File: config.mk
export PLATFORM = sky130hd
export DESIGN_NAME = stack_ctrl
export DESIGN_NICKNAME = d
export VERILOG_FILES = /design/src/rtl/stack_ctrl.sv
export SDC_FILE = /design/constraint.sdc
export NUM_CORES = 1
export LEC_CHECK = 0
export CELL_PAD_IN_SITES_DETAIL_PLACEMENT = 1
export CELL_PAD_IN_SITES_GLOBAL_PLACEMENT = 2
export CORE_ASPECT_RATIO = 1.75
export CORE_UTILIZATION = 21
export DETAILED_ROUTE_END_ITERATION = 7
export PLACE_DENSITY = 0.74
export SYNTH_ARGS = -nofsm -noshare
export SYNTH_HDL_FRONTEND = slang
export SYNTH_SLANG_ARGS = --single-unit
File: constraint.sdc
create_clock -name clk -period 1.7 [get_ports clk]
set_input_delay 0.17 -clock clk [delete_from_list [all_inputs] [get_ports clk]]
set_output_delay 0.17 -clock clk [all_outputs]
set_load 0.02 [all_outputs]
File: src/rtl/stack_ctrl.sv
//------------------------------------------------------------------------------
// stack_ctrl : operand-stack sequencer driving a single-port synchronous RAM.
// Revision   : 1.0
//------------------------------------------------------------------------------
`default_nettype none

module stack_ctrl #(
  parameter int DATA_SIZE  = 11,
  parameter int DEPTH_LOG2 = 4
) (
  input  logic                  clk,
  input  logic                  rst,
  input  logic                  req_valid,
  input  logic                  req_op,
  input  logic [DATA_SIZE-1:0]  req_data,
  output logic                  req_ready,
  output logic                  rsp_valid,
  output logic [DATA_SIZE-1:0]  rsp_data,
  output logic [DEPTH_LOG2-1:0] mem_addr,
  output logic                  mem_we,
  output logic [DATA_SIZE-1:0]  mem_wdata,
  input  logic [DATA_SIZE-1:0]  mem_rdata,
  output logic [DEPTH_LOG2:0]   count,
  output logic                  full,
  output logic                  empty,
  output logic                  err,
  input  logic                  clr_err
);

  localparam logic [DEPTH_LOG2:0]   C_DEPTH  = {1'b1, {DEPTH_LOG2{1'b0}}};
  localparam logic [DEPTH_LOG2:0]   C_ONE    = {{DEPTH_LOG2{1'b0}}, 1'b1};
  localparam logic [DEPTH_LOG2-1:0] C_ONE_A  = {{(DEPTH_LOG2-1){1'b0}}, 1'b1};

  typedef enum logic [1:0] {
    S_IDLE  = 2'd0,
    S_WRITE = 2'd1,
    S_READ  = 2'd2,
    S_RESP  = 2'd3
  } state_t;

  state_t                 state_q;
  logic [DEPTH_LOG2:0]    count_q;
  logic                   err_q;
  logic                   err_d;
  logic                   rsp_valid_q;
  logic [DATA_SIZE-1:0]   rsp_data_q;
  logic [DATA_SIZE-1:0]   data_q;

  logic                   w_full;
  logic                   w_empty;
  logic                   w_accept;
  logic                   w_err_set;
  logic [DEPTH_LOG2-1:0]  w_rd_addr;

  assign w_full    = (count_q == C_DEPTH);
  assign w_empty   = (count_q == '0);
  assign w_accept  = req_valid && (state_q == S_IDLE);
  assign w_err_set = w_accept && (req_op ? w_empty : w_full);
  // Error set takes priority over a simultaneous clear.
  assign err_d     = (err_q && !clr_err) || w_err_set;
  assign w_rd_addr = count_q[DEPTH_LOG2-1:0] - C_ONE_A;

  always_ff @(posedge clk) begin
    if (!rst) begin
      state_q     <= S_IDLE;
      count_q     <= '0;
      err_q       <= 1'b0;
      rsp_valid_q <= 1'b0;
      rsp_data_q  <= '0;
      data_q      <= '0;
    end else begin
      rsp_valid_q <= 1'b0;
      err_q       <= err_d;
      case (state_q)
        S_IDLE: begin
          if (req_valid) begin
            data_q <= req_data;
            if (!req_op) begin
              if (!w_full) state_q <= S_WRITE;
            end else if (w_empty) begin
              rsp_data_q  <= '0;
              rsp_valid_q <= 1'b1;
            end else begin
              state_q <= S_READ;
            end
          end
        end
        S_WRITE: begin
          count_q <= count_q + C_ONE;
          state_q <= S_IDLE;
        end
        S_READ: begin
          count_q <= count_q - C_ONE;
          state_q <= S_RESP;
        end
        S_RESP: begin
          rsp_data_q  <= mem_rdata;
          rsp_valid_q <= 1'b1;
          state_q     <= S_IDLE;
        end
        default: state_q <= S_IDLE;
      endcase
    end
  end

  assign req_ready = (state_q == S_IDLE) && rst;
  assign mem_we    = (state_q == S_WRITE) && rst;
  assign mem_addr  = (state_q == S_WRITE) ? count_q[DEPTH_LOG2-1:0] : w_rd_addr;
  assign mem_wdata = data_q;
  assign rsp_valid = rsp_valid_q;
  assign rsp_data  = rsp_data_q;
  assign count     = count_q;
  assign full      = w_full;
  assign empty     = w_empty;
  assign err       = err_q;

endmodule

`default_nettype wire

==> metrics.txt <==
status=complete, but fails checks; failing checks=setup timing; Post-CTS Hold Buffers=0; CTS H-tree depth=2; Nets=~300; Hold/Removal Path Class=in -> reg; Worst Max-Slew Pin Slew=0.3016 ns; Final WS setup=-0.08540 ns; FP Rows=40; drt pass-1 iters=4; critical path's top delay family=simple AND/OR/NAND/NOR gates; synth top area cells=dfxtp_1, nand2_1, ha_1, a21boi_0, nand4_1; clock transition at the registers of the reported paths=roughly 0.05 ns; crit-path cells=inv_2 > ha_4 > or4b_4 > buf_6 > o22ai_4 > clkbuf_16 > nand4_1 > o21ai_1; CTS Buf Count=5; leak pwr=1.118 nW; Setup-failing EPs final=12; Area growth syn-to-layout=86.72%; max_slew headroom=79.89%; worst path required time=1.90 ns; IO Pins=64; minimum clock period=1.785 ns; vias in the first global route=1700; Post-synth top flop=dfxtp_1; Peak supply drop=0.6213 mV; grt ovf=0; Starting Density=22.07%; commonest cells in the netlist=nand2_1, dfxtp_1, o21ai_0; antenna diode count=0; Netlist Area Pre-Place=approximately 1500 um2; WL/cell=14.86 um; Clock Latency Late Sink=0.28 ns; Critical Setup Path Class=reg -> reg; Hold Worst Slack=between 0.4 and 0.5 ns; DRT antenna net count=0; Layout Skew=just under 0.002 ns; Die Ht=115.1 um; DIE AREA=7670 um2; RSZ-0062 raised after global routing=true; CP Launch Type=flip-flop; post-synthesis async set-or-reset flop share=0%; layout cells sized above 1=~29%; most common cell in the netlist=nand2_1; Initial DRC Count=17; DP HPWL=3.894 mm; TritonCTS Sinks=31; post-DR vias/cell=4.532; CTS tree=done; gp weighted congestion=0.7480; DRC viols=0; kind of end point of the critical path=flip-flop; slowest cell delay on critical path=~0.46 ns; count of pins over their slew limit=0; Post-Syn Instances=~180; final worst-path cycle share=105.0%; port bufs=63; largest net degree at the start of global routing=32; Ys Warns=0; count of unique library cells instantiated by Yosys=36; vias=around 1600; FMAX=560.1 MHz; CP max FO=5; area leader, netlist=dfxtp_1; routed wire length=5.304 mm; Crit-path slowest cell=or4b_4; Core Footprint=a little under 7000 um2; first-pass GRT wire length=8.052 mm; final core occ=41.21%; EDFF count, synth=0; Seq/Total Area, Yosys=40.42%; syn nets=214; synthesized flop and latch total=31; Arr. time, crit path=roughly 2 ns; CP Buf/Inv Count=3; root buffer cell=clkbuf_16; final hold viol count=0; Avg Cell Area, Syn=8.674 um2; Tot GR Track Use=14.25%; Max-cap violations=0; initial antenna violation count=0; Yosys top cell area share=approximately two fifths; Power Dens Cells=1698 nW/um2; Die Span X=about 67 um; clk buf depth=2
[worst paths after layout]
check / startpoint / to / slack (ns) / depth (start not counted)
min reg2reg: rsp_data[0] / rsp_data[0] / 0.45 / 2
max reg2reg: count[1] / rsp_data[2] / -0.09 / 8
min: req_data[6] / mem_wdata[6] / 0.45 / 3
max: count[1] / rsp_data[2] / -0.09 / 8
[power breakdown]
part | switching, W | total [W] | internal, W
Combinational | 0.00140 | 0.00287 | 0.00147
Sequential | 0.0000779 | 0.000933 | 0.000855
Clock | 0.000335 | 0.00106 | 0.000728
[what timing repair did]
item / in CTS / in global routing
setup buffers: 0 / 5
setup endpoints to repair: 34 / 34
gates resized for setup: 33 / 34
pin swaps: 7 / 15
gates cloned: 0 / 2
[metal layers]
metal | wire [um] | vias up | part of all wire [%] | global-route usage [%]
met3 | 237 | 8 | 4.5 | 3.671
met2 | 3141 | 42 | 59 | 28.15
met1 | 1831 | 774 | 35 | 13.16
met5 | 0 | - | 0 | 0
met4 | 93 | 0 | 1.8 | 5.532
li1 | - | 794 | - | -
[state kept, by name, indices dropped and copies added, names as in the netlist]
| signal | count |
|---|---|
| rsp_valid | 1 |
| count | 5 |
| rsp_data | 11 |
| state_q | 2 |
| err | 1 |
| mem_wdata | 11 |
[cells in the final DEF (no fill, tap or decap), drive strengths merged, types with 2 or more instances in the layout]
| cell type | n |
|---|---|
| nor2 | 3 |
| xor2 | 2 |
| clkbuf | 10 |
| o21ai | 14 |
| nand3b | 2 |
| nor3 | 2 |
| nand2b | 3 |
| dfxtp | 31 |
| a21boi | 11 |
| mux2i | 4 |
| a311oi | 2 |
| buf | 39 |
| and2 | 4 |
| ha | 9 |
| nand2 | 38 |
| inv | 7 |
| clkdlybuf4s50 | 55 |
| nand4 | 12 |
| xnor2 | 4 |
| a21oi | 2 |
| nor2b | 3 |
[kinds of logic after synthesis]
group	count (synthesis)	share of synthesized area, %
buffers and inverters	19	5.705
AOI/OAI and AO/OA	34	15.16
and+or+nand+nor	73	24.04
xor gates and xnor gates	6	3.423
muxes	4	2.608
adders and majority gates	10	8.639
DFF	31	40.42
[worst register-to-register path, stage by stage (launching register included)]
cell and delay, ns:
dfxtp_2 0.32, inv_2 0.07, ha_4 0.13, or4b_4 0.46, buf_6 0.14, o22ai_4 0.20, clkbuf_16 0.20, nand4_1 0.09
o21ai_1 0.10
[through the flow]
step	instance area (um2)	cells	power (W)	TNS (ns)	setup WS, ns
global placement	2511	344	0.003436	-0.4086	-0.1223
detailed placement	2511	344	0.003480	-1.203	-0.1648
finish	2867	357	0.004867	-0.6013	-0.08540
CTS	2720	352	0.004617	-0.7528	-0.1057
global route	2867	357	0.005173	-1.549	-0.1594
floorplan	1580	177	0.002269	0	0.005522
[final cells by class]
type / count / area (um2)
clock buffer: 6 / 138.9
clock inverter: 2 / 35.03
fill: 787 / 4090
inverter: 7 / 31.28
multi-input combinational: 127 / 970.9
sequential: 31 / 624.3
tap: 84 / 105.1
timing repair buffer: 100 / 960.9
No activity file was read; power rests on OpenSTA's default activity.
